$ cat src/rtl/alu_issue_ctrl.sv
// Purpose: single-op issue/response controller between a requester and a multi-cycle ALU.
// Latency: ADD/MAX/RELU response two edges after accept (accept edge counted as the first); MUL/FMA add MUL_WAIT edges.
// Backpressure: req_ready only in IDLE; response held stable until rsp_ready; alu_ready=0 stalls EXEC. Option macro: ALU_ISSUE_STICKY_OVF_EN.

package warp_pkg;
  parameter int DATA_WIDTH = 32;

  // OP_ADD must stay at encoding 0: the ALU-side opcode resets to it.
  typedef enum logic [3:0] {
    OP_ADD  = 4'd0,
    OP_SUB  = 4'd1,
    OP_MUL  = 4'd2,
    OP_FMA  = 4'd3,
    OP_MAX  = 4'd4,
    OP_RELU = 4'd5
  } alu_opcode_e;
endpackage

module alu_issue_ctrl
  import warp_pkg::*;
#(
  parameter int DATA_WIDTH = warp_pkg::DATA_WIDTH,
  parameter int TAG_WIDTH  = 4,
  parameter int MUL_WAIT   = 1,
  parameter int CNT_WIDTH  = 16
) (
  input  logic                  clk,
  input  logic                  rst_n,

  input  logic                  req_valid,
  output logic                  req_ready,
  input  alu_opcode_e           req_opcode,
  input  logic [DATA_WIDTH-1:0] req_op1,
  input  logic [DATA_WIDTH-1:0] req_op2,
  input  logic [DATA_WIDTH-1:0] req_op3,
  input  logic [TAG_WIDTH-1:0]  req_tag,

  output alu_opcode_e           alu_opcode,
  output logic [DATA_WIDTH-1:0] alu_operand1,
  output logic [DATA_WIDTH-1:0] alu_operand2,
  output logic [DATA_WIDTH-1:0] alu_operand3,
  input  logic [DATA_WIDTH-1:0] alu_result,
  input  logic                  alu_overflow,
  input  logic                  alu_ready,

  output logic                  rsp_valid,
  input  logic                  rsp_ready,
  output logic [DATA_WIDTH-1:0] rsp_result,
  output logic                  rsp_overflow,
  output logic [TAG_WIDTH-1:0]  rsp_tag,

  input  logic                  clr_sticky,
  output logic                  sticky_ovf,
  output logic [CNT_WIDTH-1:0]  op_count
);

  // The wait counter is 4 bits wide, which bounds MUL_WAIT to 0..15.
  localparam logic [3:0] MUL_WAIT_C = 4'(MUL_WAIT);

  typedef enum logic [1:0] {
    S_IDLE = 2'd0,
    S_EXEC = 2'd1,
    S_RESP = 2'd2
  } state_e;

  // Everything the ALU needs for one op, captured on accept.
  typedef struct packed {
    alu_opcode_e           opcode;
    logic [DATA_WIDTH-1:0] op1;
    logic [DATA_WIDTH-1:0] op2;
    logic [DATA_WIDTH-1:0] op3;
    logic [TAG_WIDTH-1:0]  tag;
  } req_t;

  // Response payload, frozen from capture until the handshake.
  typedef struct packed {
    logic [DATA_WIDTH-1:0] result;
    logic                  overflow;
    logic [TAG_WIDTH-1:0]  tag;
  } rsp_t;

  state_e     state;
  req_t       req_q;
  rsp_t       rsp_q;
  logic       rsp_valid_q;
  logic [3:0] wait_cnt;
  logic       rsp_fire;
  logic       is_long_op;

  assign is_long_op = (req_opcode == OP_MUL) || (req_opcode == OP_FMA);
  assign rsp_fire   = rsp_valid_q && rsp_ready;

  // One op in flight: only the IDLE state can take a new request.
  assign req_ready = (state == S_IDLE);

  // ALU inputs come straight from the latched request so they cannot move during EXEC.
  assign alu_opcode   = req_q.opcode;
  assign alu_operand1 = req_q.op1;
  assign alu_operand2 = req_q.op2;
  assign alu_operand3 = req_q.op3;

  // rsp_valid is a flop, so it never has a combinational path from rsp_ready.
  assign rsp_valid    = rsp_valid_q;
  assign rsp_result   = rsp_q.result;
  assign rsp_overflow = rsp_q.overflow;
  assign rsp_tag      = rsp_q.tag;

  // Issue FSM: accept in IDLE, wait out long ops and ALU stalls in EXEC, hold the response in RESP.
  always_ff @(posedge clk or negedge rst_n) begin
    if (!rst_n) begin
      state       <= S_IDLE;
      req_q       <= '0;
      rsp_q       <= '0;
      rsp_valid_q <= 1'b0;
      wait_cnt    <= 4'd0;
    end else begin
      case (state)
        S_IDLE: begin
          if (req_valid) begin
            req_q <= '{opcode: req_opcode,
                       op1:    req_op1,
                       op2:    req_op2,
                       op3:    req_op3,
                       tag:    req_tag};
            wait_cnt <= is_long_op ? MUL_WAIT_C : 4'd0;
            state    <= S_EXEC;
          end
        end
        S_EXEC: begin
          // Extra multiply cycles are burned before alu_ready is even looked at.
          if (wait_cnt != 4'd0) begin
            wait_cnt <= wait_cnt - 4'd1;
          end else if (alu_ready) begin
            rsp_q <= '{result:   alu_result,
                       overflow: alu_overflow,
                       tag:      req_q.tag};
            rsp_valid_q <= 1'b1;
            state       <= S_RESP;
          end
        end
        S_RESP: begin
          if (rsp_ready) begin
            rsp_valid_q <= 1'b0;
            state       <= S_IDLE;
          end
        end
        default: begin
          rsp_valid_q <= 1'b0;
          state       <= S_IDLE;
        end
      endcase
    end
  end

  // Completed-op counter; free-running wrap is intentional.
  always_ff @(posedge clk or negedge rst_n) begin
    if (!rst_n) begin
      op_count <= '0;
    end else if (rsp_fire) begin
      op_count <= op_count + 1'b1;
    end
  end

`ifdef ALU_ISSUE_STICKY_OVF_EN
  logic sticky_q;

  // Sticky overflow: a delivered overflow beats a same-cycle clear so no event is lost.
  always_ff @(posedge clk or negedge rst_n) begin
    if (!rst_n) begin
      sticky_q <= 1'b0;
    end else if (rsp_fire && rsp_q.overflow) begin
      sticky_q <= 1'b1;
    end else if (clr_sticky) begin
      sticky_q <= 1'b0;
    end
  end

  assign sticky_ovf = sticky_q;
`else
  // Feature compiled out: keep the port, ignore the clear.
  logic unused_clr_sticky;
  assign unused_clr_sticky = clr_sticky;
  assign sticky_ovf        = 1'b0;
`endif

endmodule

$ cat config.mk
export PLATFORM = sky130hd
export DESIGN_NAME = alu_issue_ctrl
export DESIGN_NICKNAME = d
export VERILOG_FILES = /design/src/rtl/alu_issue_ctrl.sv
export SDC_FILE = /design/constraint.sdc
export NUM_CORES = 1
export LEC_CHECK = 0
export BUFFER_PORTS_ARGS = -buffer_cell sky130_fd_sc_hd__buf_2
export CAP_MARGIN = 15
export CORE_MARGIN = 3
export CORE_UTILIZATION = 32
export CTS_CLUSTER_SIZE = 28
export DETAILED_ROUTE_END_ITERATION = 7
export PLACE_DENSITY = 0.55
export SYNTH_ARGS = -nofsm -noshare
export SYNTH_HDL_FRONTEND = slang
export SYNTH_SLANG_ARGS = --single-unit
$ cat constraint.sdc
create_clock -name clk -period 1.7 [get_ports clk]
set_input_delay 0.085 -clock clk [delete_from_list [all_inputs] [get_ports clk]]
set_output_delay 0.085 -clock clk [all_outputs]
set_load 0.01 [all_outputs]
==> impl_metrics.tcl <==
set metrics [dict create \
    clkTransAtPathRegs_ns 0.07 \
    drc_errors 0 \
    numClockSinks 164 \
    vias 4882 \
    grt_max_degree 48 \
    cts_resized 0 \
    drive_gt1_frac 0.567 \
    r2r-end "rsp_result[4]$_DFFE_PN0P_" \
    die_area_um2 24700 \
    syn_to_final_growth_pct 44.1 \
    setup_viol 0 \
    cap_violations 0 \
    drv_slew 0 \
    start_util 0.330 \
    die_w_um 157 \
    hold_viol 0 \
    cp-startpoint "wait_cnt[0]$_DFFE_PN0P_" \
    io_buffers 296 \
    crit_cells 7 \
    period_share 0.952 \
    numCtsBuffers 17 \
    fin_nets 1004 \
    syn_inst 500 \
    ys_top_cells_by_area "dfrtp_1 (56%), mux2_2 (13%), mux2_4 (12%), buf_4 (10%), xnor2_1 (1.3%)" \
    grt_pass1_wl_um 27500 \
    leakagePower_nw 5.18 \
    fin_skew_ns 0.0151 \
    synthArstFlopShare 1.00 \
    design_area_um2 10500 \
    routed_wl_um 17600 \
    io_pins 299 \
    worstSetupStartpointType "register" \
    ant_nets 0 \
    period_minus_slack_ns 1.62 \
    crit_chain "inv_1 -> ha_1 -> nor2b_1 -> nand4_1 -> buf_4 -> clkbuf_16 -> mux2_2" \
    avgSynthCellArea_um2 14.6 \
    crit_slowest_cell "dfrtp_1" \
    path_max_fanout 12 \
    crit_required_ns 2.01 \
    hp-class "in2reg" \
    post_dp_cell_area_um2 8500 \
    firstDrtPassIters 4 \
    drt_iter0_markers 145 \
    ys_seq_area_frac 0.561 \
    grt-ovfl-total 0 \
    critPathBufInv 3 \
    clock_path_buffers 2 \
    fmax_mhz 618 \
    synth_top_area_cell "dfrtp_1" \
    fp-row-count 54 \
    synth_area_um2 7320 \
    synth_top_flop_cell "dfrtp_1" \
    most-common-layout-cells "buf_2 (295), dfrtp_1 (164), dlygate4sd3_1 (140)" \
    ys_ff_latch 164 \
    final_common_cell "buf_2" \
    antenna_found_initial 0 \
    worstSetupPathType "reg2reg" \
    arrival_ns 1.93 \
    vias_per_cell 4.24 \
    yosysTopAreaCellShare 0.561 \
    core_area_um2 22200 \
    grtUsageTotal 0.140 \
    run_status "finished clean" \
    avgRoutedWirePerCell_um 15.3 \
    power.density_nw_per_um2 1700 \
    crit_family "buffers and inverters" \
    worstSkewPairLatency_ns 0.42 \
    cts_tree "built" \
    ctsRootBufferMaster "clkbuf_16" \
    synth_warnings 0 \
    worst_hold_slack_ns 0.0723 \
    die_h_um 157 \
    endpoint_kind "register" \
    synth_nets 646 \
    cp_slowest_stage_delay_ns 0.34 \
    gp_congestion 0.744 \
    synth-edff-count 0 \
    htree_num_levels 4 \
    synth_cell_types 29 \
    grt_pass1_vias 5296 \
    finalSetupTns_ns 0 \
    rsz0062_at_grt "false" \
    hpwl_um 11600 \
    reg2reg_slack_ns 0.08 \
    peakVddDrop_mv 0.783 \
    rr_worst_depth 7 \
    worstSetupEndpoint "rsp_result[4]$_DFFE_PN0P_" \
    insertedDiodeCount 0 \
    regToRegStartpoint "wait_cnt[0]$_DFFE_PN0P_" \
]
-- what timing repair did --
action | in CTS | in global routing
hold buffers | 140 | 0
buffers inserted | 0 | 1
endpoints found under the hold margin | 304 | 0
endpoints found under the setup margin | 0 | 34
-- cell type report --
type / count / area [µm²]
fillers: 1936 / 11600
flip-flops and latches: 164 / 4100
repair buffers: 457 / 3160
multi-input cells: 213 / 2300
clock buffers: 17 / 425
well taps: 280 / 350
clock inverters: 15 / 181
inverters: 5 / 18.8
-- sequential cells by signal (all words and copies together), names as in the netlist, 16 cells and up --
signal / count
op_count: 16
alu_operand2: 32
rsp_result: 32
alu_operand1: 32
alu_operand3: 32
-- logic make-up (layout without fill, tap and decap cells) --
family	Yosys count	in the layout	synth area share
AO/OA/AOI/OAI	11	11	0.0104
AND/OR/NAND/NOR	40	40	0.0294
XOR/XNOR	15	15	0.0180
multiplexers	143	143	0.251
other	1	1	0.000512
buffers and inverters	123	494	0.125
adder cells (fa/ha/maj)	3	3	0.00513
flip-flops	164	164	0.561
-- power by group --
part | internal [mW] | switching (mW)
logic | 4.07 | 3.06
registers | 5.78 | 1.00
clock network | 2.24 | 1.77
total | 12.1 | 5.83
-- how the worst min path moves through the flow --
stage | from | to | slack, ns | cells after the start
3_3_place_gp | rst_n | op_count[11]$_DFFE_PN0P_ | 0.006 | 1
6_report | req_valid | wait_cnt[0]$_DFFE_PN0P_ | 0.07 | 3
2_1_floorplan | rst_n | alu_opcode[0]$_DFFE_PN0P_ | -0.21 | 0
3_5_place_dp | rst_n | op_count[11]$_DFFE_PN0P_ | 0.009 | 1
4_1_cts | req_valid | wait_cnt[0]$_DFFE_PN0P_ | 0.05 | 3
5_1_grt | req_valid | wait_cnt[0]$_DFFE_PN0P_ | 0.08 | 3
-- metrics by stage --
step | power (mW) | instances | worst slack (ns) | utilization
2_1_floorplan | 12.5 | 500 | 0.0153 | -
3_3_place_gp | 13.6 | 977 | 0.0397 | 0.384
3_5_place_dp | 13.7 | 977 | 0.0435 | 0.384
4_1_cts | 18.1 | 1149 | 0.0227 | 0.474
5_1_grt | 19.1 | 1151 | 0.0138 | 0.476
6_report | 17.9 | 1151 | 0.0809 | 0.476
-- cells in the mapped netlist, types with 2 or more instances --
| cell | n |
|---|---|
| a21oi_1 | 2 |
| buf_6 | 8 |
| nand2_1 | 10 |
| nor3b_1 | 3 |
| nand3_1 | 7 |
| nand4_1 | 2 |
| a31oi_1 | 2 |
| xnor2_1 | 11 |
| xor2_1 | 4 |
| inv_1 | 5 |
| ha_1 | 3 |
| and2_1 | 2 |
| mux2_4 | 60 |
| mux2_2 | 83 |
| nor2_1 | 5 |
| and4_1 | 3 |
| a22o_1 | 3 |
| buf_4 | 102 |
| o22ai_1 | 2 |
| nor3_1 | 2 |
| dfrtp_1 | 164 |
| nor2b_1 | 2 |
| and3_1 | 2 |
| buf_2 | 8 |
-- worst reg2reg max path, cell delays in order (launching register included) --
cell and delay, ns:
dfrtp_1 0.34, inv_1 0.06, ha_1 0.22, nor2b_1 0.13
nand4_1 0.08, buf_4 0.16, clkbuf_16 0.18, mux2_2 0.33
-- metal layers --
layer  vias to the layer above  global-route usage  wire length [µm]
met3                        14              0.0531              1460
met2                       201               0.241              8620
li1                       2315                   -                 -
met4                         0              0.0347               212
met1                      2352               0.164              7300
met5                         -                   0                 0
Note: power is estimated with default switching activity, not from simulation.
